## src/rtl/arm_pkg.sv

```systemverilog
// Shared LEGv8 datapath definitions: word width, NZCV flag bit positions, sequential adder FSM states.
// Latency: none (declarations only).
// Backpressure: not applicable.
package arm_pkg;

    localparam int WORD   = 64;

    localparam int FLAG_N = 3;
    localparam int FLAG_Z = 2;
    localparam int FLAG_C = 1;
    localparam int FLAG_V = 0;

    typedef enum logic [1:0] {
        IDLE = 2'd0,
        RUN  = 2'd1,
        DONE = 2'd2
    } seq_add_state_t;

endpackage

```

## src/rtl/seq_alu_adder_chunk_adder.sv

```systemverilog
// W-bit ripple slice of the sequential adder: sum and carry out from two operands plus carry in.
// Latency: purely combinational.
// Backpressure: none; the caller decides when the result is captured.
module chunk_adder #(
    parameter int W = 16
) (
    input  logic [W-1:0] a,
    input  logic [W-1:0] b,
    input  logic         cin,
    output logic [W-1:0] sum,
    output logic         cout
);

    // One extra bit on each operand captures the carry out of the slice.
    assign {cout, sum} = {1'b0, a} + {1'b0, b} + {{W{1'b0}}, cin};

endmodule

```

## src/rtl/seq_alu_adder.sv

```systemverilog
// Multi-cycle add/subtract with NZCV flags, CHUNK bits per cycle, lowest chunk first.
// Latency: WIDTH/CHUNK cycles in RUN; done pulses in the cycle after the last chunk edge.
// Backpressure: start is accepted only while ready (IDLE or DONE); start during RUN is ignored.
module seq_alu_adder
    import arm_pkg::*;
#(
    parameter int WIDTH = WORD,
    parameter int CHUNK = 16
) (
    input  logic             clk,
    input  logic             reset,
    input  logic             start,
    input  logic             sub,
    input  logic [WIDTH-1:0] a_in,
    input  logic [WIDTH-1:0] b_in,
    output logic             ready,
    output logic             busy,
    output logic             done,
    output logic [WIDTH-1:0] add_out,
    output logic [3:0]       flags
);

    localparam int NCHUNK = WIDTH / CHUNK;
    // Keep the chunk index at least one bit wide so CHUNK == WIDTH still elaborates.
    localparam int KW     = (NCHUNK > 1) ? $clog2(NCHUNK) : 1;
    localparam logic [WIDTH-1:0] SLICE_MASK = WIDTH'({CHUNK{1'b1}});
    localparam logic [KW-1:0]    K_LAST     = KW'(NCHUNK - 1);

    seq_add_state_t   state_q,   state_d;
    logic [WIDTH-1:0] opa_q,     opa_d;
    logic [WIDTH-1:0] opb_q,     opb_d;
    logic             carry_q,   carry_d;
    logic [KW-1:0]    k_q,       k_d;
    logic [WIDTH-1:0] part_q,    part_d;
    logic [WIDTH-1:0] add_out_q, add_out_d;
    logic [3:0]       flags_q,   flags_d;

    logic [31:0]      base;
    logic [WIDTH-1:0] opa_sh;
    logic [WIDTH-1:0] opb_sh;
    logic [CHUNK-1:0] a_slice;
    logic [CHUNK-1:0] b_slice;
    logic [CHUNK-1:0] s_slice;
    logic             c_out;
    logic [WIDTH-1:0] part_next;

    // Select slice k of each operand by shifting it down to bit 0.
    assign base    = 32'(k_q) * 32'(CHUNK);
    assign opa_sh  = opa_q >> base;
    assign opb_sh  = opb_q >> base;
    assign a_slice = opa_sh[CHUNK-1:0];
    assign b_slice = opb_sh[CHUNK-1:0];

    chunk_adder #(
        .W    (CHUNK)
    ) u_chunk_adder (
        .a    (a_slice),
        .b    (b_slice),
        .cin  (carry_q),
        .sum  (s_slice),
        .cout (c_out)
    );

    // Partial result with slice k replaced by this cycle's sum; on the last chunk this is the full result.
    assign part_next = (part_q & ~(SLICE_MASK << base)) | (WIDTH'(s_slice) << base);

    // Next-state, operand capture and result/flag update.
    always_comb begin
        state_d   = state_q;
        opa_d     = opa_q;
        opb_d     = opb_q;
        carry_d   = carry_q;
        k_d       = k_q;
        part_d    = part_q;
        add_out_d = add_out_q;
        flags_d   = flags_q;

        case (state_q)
            IDLE, DONE: begin
                if (start) begin
                    // Subtraction is a + ~b + 1: invert B here and seed the carry with 1.
                    opa_d   = a_in;
                    opb_d   = sub ? ~b_in : b_in;
                    carry_d = sub;
                    k_d     = '0;
                    state_d = RUN;
                end else if (state_q == DONE) begin
                    state_d = IDLE;
                end
            end
            RUN: begin
                part_d  = part_next;
                carry_d = c_out;
                k_d     = k_q + 1'b1;
                if (k_q == K_LAST) begin
                    // Result and flags become visible together on the edge into DONE.
                    add_out_d        = part_next;
                    flags_d[FLAG_N]  = part_next[WIDTH-1];
                    flags_d[FLAG_Z]  = (part_next == '0);
                    flags_d[FLAG_C]  = c_out;
                    flags_d[FLAG_V]  = (opa_q[WIDTH-1] == opb_q[WIDTH-1]) &&
                                       (part_next[WIDTH-1] != opa_q[WIDTH-1]);
                    state_d          = DONE;
                end
            end
            default: state_d = IDLE;
        endcase
    end

    // State and datapath registers; reset abandons any operation in flight.
    always_ff @(posedge clk) begin
        if (reset) begin
            state_q   <= IDLE;
            opa_q     <= '0;
            opb_q     <= '0;
            carry_q   <= 1'b0;
            k_q       <= '0;
            part_q    <= '0;
            add_out_q <= '0;
            flags_q   <= 4'b0000;
        end else begin
            state_q   <= state_d;
            opa_q     <= opa_d;
            opb_q     <= opb_d;
            carry_q   <= carry_d;
            k_q       <= k_d;
            part_q    <= part_d;
            add_out_q <= add_out_d;
            flags_q   <= flags_d;
        end
    end

    assign ready   = (state_q != RUN);
    assign busy    = (state_q == RUN);
    assign done    = (state_q == DONE);
    assign add_out = add_out_q;
    assign flags   = flags_q;

endmodule
```

## config.mk

```make
export PLATFORM = sky130hd
export DESIGN_NAME = seq_alu_adder
export DESIGN_NICKNAME = d
export VERILOG_FILES = /design/src/rtl/arm_pkg.sv /design/src/rtl/seq_alu_adder_chunk_adder.sv /design/src/rtl/seq_alu_adder.sv
export SDC_FILE = /design/constraint.sdc
export NUM_CORES = 1
export LEC_CHECK = 0
export BUFFER_PORTS_ARGS = -buffer_cell sky130_fd_sc_hd__buf_2
export CORE_MARGIN = 3
export CORE_UTILIZATION = 36
export DETAILED_ROUTE_END_ITERATION = 10
export PLACE_DENSITY = 0.59
export SLEW_MARGIN = 20
export SYNTH_ARGS = -nofsm -noshare
export SYNTH_HDL_FRONTEND = slang
export SYNTH_SLANG_ARGS = --single-unit
```

## constraint.sdc

```tcl
create_clock -name clk -period 5.7 [get_ports clk]
set_input_delay 0.285 -clock clk [delete_from_list [all_inputs] [get_ports clk]]
set_output_delay 0.285 -clock clk [all_outputs]
set_load 0.01 [all_outputs]
```

; Word level (Yosys, flattened, before mapping)
; Cells that the tools add are included.
[op_classes]
addsub = 3
eq_ne = 9
shift = 4
mux = 9
n_bitwise = 4
reduce_logical = 9
[op_table]
columns = operator, n
row1 = 64-bit inverter, 2
row2 = 64-bit by 6-bit right shift with 16-bit output, 2
row3 = 64-bit bitwise AND, 1
row4 = 64-bit logical NOT, 1
row5 = 64-bit two-way mux, 1
row6 = 64-bit bitwise OR, 1
row7 = 16-bit by 6-bit << shifter with 64-bit output, 1
row8 = "16-bit by 6-bit << shifter with 64-bit output, first input constant", 1
row9 = 16-bit by 16-bit adder with 17-bit output, 1
row10 = 17-bit by 1-bit adder with 17-bit output, 1
row11 = 2-bit two-way mux, 4
row12 = 2-bit one-hot mux with 2 select lines, 2
row13 = 2-bit AND reduction, 4
row14 = "2-bit == test, second input constant", 2
row15 = "2-bit by 1-bit != test with 1-bit output, second input constant", 2
row16 = "3-bit != test, second input constant", 1
row17 = "2-bit by 1-bit adder with 2-bit output, second input constant", 1
row18 = "2-bit by 1-bit == test with 1-bit output, second input constant", 1
row19 = 2-bit logical NOT, 1
row20 = "2-bit != test, second input constant", 1
row21 = 1-bit one-hot mux with 2 select lines, 1
row22 = 2-bit nonzero test, 1
row23 = 2-bit OR reduction, 1
row24 = 1-bit == test, 1
row25 = other kinds (3), 3
[word_totals]
regBits = 265
elab_cells = 46

; Depth between registers and ports, before layout
[depth]
ltp_word = 7
depth_mapped = 16

; Cells and area by module
; From an unflattened synthesis, not the netlist that was laid out.
[hier_totals]
hier_cells = 1335
hier_area_um2 = 11815.1
[by_module_without_submodules]
columns = module, n_inst, cells_each, area_per_inst_um2, seq_area_each_um2
row1 = seq_alu_adder, 1, 1241, 11068.1, 5185.0
row2 = chunk_adder, 1, 94, 747.0, 0.0

; Least setup slack after synthesis
; Ideal clock, no wire load.
[synth_timing]
path_type = flip-flop to flip-flop
from = register k_q[0]
to = register flags_q[2] (netlist: flags[2])
setup_time_ns = 0.084
arrival_ns = 4.088
required_ns = 5.616
path_slack_ns = 1.528
stages_incl_launch_ff = 16
path_cell_list = dfxtp_1 > buf_2 > buf_1 > mux4_2 > fa_1 > inv_1 > fa_1 > nand2b_1 > a21oi_1 > xor2_1 > or4_1 > a2111oi_2 > nand4_1 > and4bb_1 > o2111ai_1 > o31ai_2
[synth_between]
elab_chain_cells = 6
elab_cells_between_ends = 12
[synth_lines]
columns = element, line
row1 = from (decl), seq_alu_adder.sv:33  ; logic [KW-1:0] k_q, k_d;
row2 = from (signal assigned), seq_alu_adder.sv:126  ; k_q <= k_d;
row3 = "64-bit by 6-bit right shift with 16-bit output, on equally long branches", "seq_alu_adder.sv:49, seq_alu_adder.sv:50"
row4 = 16-bit by 16-bit adder with 17-bit output, seq_alu_adder_chunk_adder.sv:15  ; assign {cout, sum} = {1'b0, a} + {1'b0, b} + {{W{1'b0}}, cin};
row5 = 17-bit by 1-bit adder with 17-bit output, seq_alu_adder_chunk_adder.sv:15
row6 = 16-bit by 6-bit << shifter with 64-bit output, seq_alu_adder.sv:65  ; assign part_next = (part_q & ~(SLICE_MASK << base)) | (WIDTH'(s_slice) << base);
row7 = 64-bit bitwise OR, seq_alu_adder.sv:65
row8 = 64-bit logical NOT, seq_alu_adder.sv:99  ; flags_d[FLAG_Z] = (part_next == '0);
row9 = to (signal assigned), seq_alu_adder.sv:129  ; flags_q <= flags_d;
row10 = to (decl), seq_alu_adder.sv:36  ; logic [3:0] flags_q, flags_d;
; Several ways; a longest one is shown, not always the timed one.
; A chain may end at the register's enable or synchronous reset.

; Final worst setup path
; Ends and elaborated chain as after synthesis.

==> qor.txt <==
Run status = complete, no violations
Synth Area in XOR/XNOR = 5.87%
Nets = 1,600
Min Tclk post-route = 4.42 ns
DR DRC count = 0
Area delta synth->final = 23.6%
Worst hold margin = 0.00633 ns
Starting Density = 37.2%
Worst r2r src = k_q[0]$_SDFFE_PP0P_
Largest net degree at the start of global routing = 99
GRT Overall Usage = 19.9%
Max Clk Rate = 0.226 GHz
Antenna cell count = 0
Via/cell ratio = 5.31
FF/Latch Area = 4970 sq um
RSZ-0062 raised after global routing = false
Worst Path Class, Setup = flop to flop
Clk slew on worst S/H paths = 0.06 ns
Mapped Area = 11,200 sq um
Die height = 182 um
R2r setup slk = 1.28 ns
Hold Crit Depth = 3
Required @ worst endpoint = 6.15 ns
Seq/Total Area, Yosys = 44.3%
Min-delay src = a_in[63]
Synth Area in Adders = 2.48%
Sink Count = 248
Final setup viols = 0
Layout Cells excl Fill = 1,857
Clock skew = 0.0190 ns
Worst setup EP type = flop
Reg2Reg Depth = 12
Congestion Overflow GR = 0
Main flop type after synthesis = dfxtp_1
Inserted Clock Buffers = 27
CTS tree = built
Die ar. = 33,300 sq um
Clock buffer depth = 3
MaxCap Viol Count = 0
Syn nets = 1,413
Layout cell share with drive strength beyond 1 = 21.3%
PD cells = 324 nW/um^2
Max Slew Vio Count = 0
Routability cong. = 0.900
Worst Max-Slew Pin Slew = 1.03 ns
Simple-gate share of the synthesized area = 15.5%
Core Rows = 63
Power, Total = 0.00448 W
Initial antenna violation count = 0
CTS H-tree depth = 1
Worst Hold Class = input port to flop
DR pass1 iterations = 5
Final Cell Area = 13,800 sq um
# IOs = 203
Worst Setup SP = k_q[0]$_SDFFE_PP0P_
VDD IR max = 0.000208 V
Fillers = 2,955
Post-route ant nets = 0
Wire length per cell = 18.5 um
Number of synthesized flops with an enable pin = 0
Worst-Skew Late Latency = 0.54 ns
Lkg Pwr = 5.38 nW
Syn_area_per_cell = 8.89 sq um
Area occupied by multi-input gates = 5780 sq um
Critical path fanouts, max = 22
Yosys Warn Count = 0
FFs w/ async S/R, synth = 0%
Number of global-route vias before repair = 9,660
Startpoint types = flop
Seq cells post-synth = 248
WL final = 34.3 mm
DRT iter0 DRCs = 761
Core Area = 30,100 sq um
Syn Inst Count = 1,260
Compound-Gate Fraction of Synth Area = 21.2%
Setup TNS = 0 ns
Mux cell area share after synthesis = 6.44%
# port buffers = 202
Final Hold Viols = 0
Global-route wire length before repair = 53.6 mm
Crit path arrival time = 4.87 ns
Placement Cell Area = 12,500 sq um
Placed Cells = 1,762
Die width = 182 um
Vias = 9,864
Clock root buffer = clkbuf_16
Final worst-path cycle share = 77.5%
Synth unique cells = 51
DP Wirelength = 23.7 mm
Main combinational cell family by area after synthesis = compound AO/OA/AOI/OAI gates
Headroom to the max-slew limit = 31.2%
[cells by family (layout without fill, tap and decap cells)]
logic type | Yosys count | count (layout)
AOI/OAI and AO/OA | 342 | 342
xor gates and xnor gates | 75 | 75
adders and majority gates | 21 | 21
buffers and inverters | 124 | 331
DFF | 248 | 248
muxes | 32 | 32
and+or+nand+nor | 418 | 418
[power by group]
group / leakage, nW / internal, W / switching (W)
clock: 0.442 / 0.00108 / 0.000728
combinational: 2.90 / 0.000308 / 0.000465
sequential: 2.03 / 0.00183 / 0.0000679
[sequential cells by signal, indices dropped and copies added (netlist names)]
signal,cells
add_out,64
carry_q,1
flags,3
k_q,2
opa_q,64
opb_q,64
part_q,48
state_q,2
[path summary, 6_finish.rpt]
check	to
worst max-delay path	flags[2]$_SDFFE_PP0P_
worst min-delay path	opa_q[63]$_SDFFE_PP0P_
worst max register to register	flags[2]$_SDFFE_PP0P_
worst min register to register	opa_q[44]$_SDFFE_PP0P_
[stage by stage]
stage,worst slack [ns],util [%]
final,1.28,46.0
after global routing,0.989,46.0
after CTS,1.27,46.0
after detailed placement,1.29,41.4
after global placement,1.34,41.4
after floorplan,1.53,-
[synthesized netlist by cell type (3+ instances only)]
cell type / count / area share [%]
clkbuf_1: 92 / 3.1
o21ai_1: 3 / 0.13
o2111ai_1: 3 / 0.23
nor2b_1: 14 / 0.78
mux4_2: 32 / 6.4
buf_1: 17 / 0.57
a21oi_1: 90 / 4.0
or4_1: 5 / 0.34
a21o_1: 5 / 0.34
a32oi_1: 5 / 0.39
dfxtp_1: 248 / 44
nor4_1: 5 / 0.28
ha_1: 19 / 2.1
a221oi_1: 9 / 0.70
nor2_1: 202 / 6.8
nor3_1: 20 / 0.89
nand2_1: 148 / 5.0
inv_1: 12 / 0.40
xor2_1: 3 / 0.23
a22oi_1: 51 / 3.4
and3_1: 3 / 0.17
a211o_1: 3 / 0.23
o21ai_0: 10 / 0.45
and2_1: 4 / 0.22
a211oi_1: 147 / 9.9
nand3_1: 4 / 0.18
nand2b_1: 4 / 0.22
xnor2_1: 72 / 5.6
[per-layer routing]
layer	track usage, %	part of all wire [%]	vias to the layer above
met5	0	0	-
met4	5.70	2.9	0
met3	3.15	5.4	57
met2	33.2	47	289
met1	26.8	44	4636
li1	-	-	4882
[worst max-delay path, cell delays in order, from the launching register on]
cell and delay (ns):
dfxtp_2 0.69, buf_4 0.43, mux4_2 0.57, ha_1 0.28, a211o_1 0.34, o21ai_2 0.08, xnor2_1 0.24, or4_1 0.60
a2111oi_2 0.37, nand4_1 0.13, and4bb_1 0.28, o2111ai_1 0.12, o31ai_2 0.18
[repair_timing]
item,4_1_cts,5_1_grt
setup buffers,0,0
hold buffers,46,0
resized for setup,0,0
hold endpoints to repair,46,0
[layout make-up]
| cell class | count | area share, % |
|---|---|---|
| Multi-Input combinational cell | 888 | 41.7 |
| Sequential cell | 248 | 35.9 |
| Timing Repair Buffer | 269 | 11.8 |
| Clock inverter | 13 | 1.18 |
| Inverter | 13 | 0.353 |
| Clock buffer | 36 | 5.49 |
| Tap cell | 390 | 3.53 |
[cells in the final DEF (no fill, tap or decap), types with 4 or more instances in the layout]
cell type      count
nor2_1           202
nor2b_1           13
nor3_1            20
nor4_1             5
buf_2            200
a221oi_1           9
a32oi_1            5
buf_4             22
a22oi_1           51
clkinvlp_4         4
xnor2_1           72
nand3_1            4
o21ai_0           10
ha_1              19
a21o_1             5
or4_1              5
inv_1             12
dfxtp_1          246
clkbuf_1           4
a211oi_1         147
a21oi_1           90
clkbuf_8           5
clkbuf_16         27
dlygate4sd3_1     46
nand2_1          148
mux4_2            32
(Power assumes the default switching activity.)
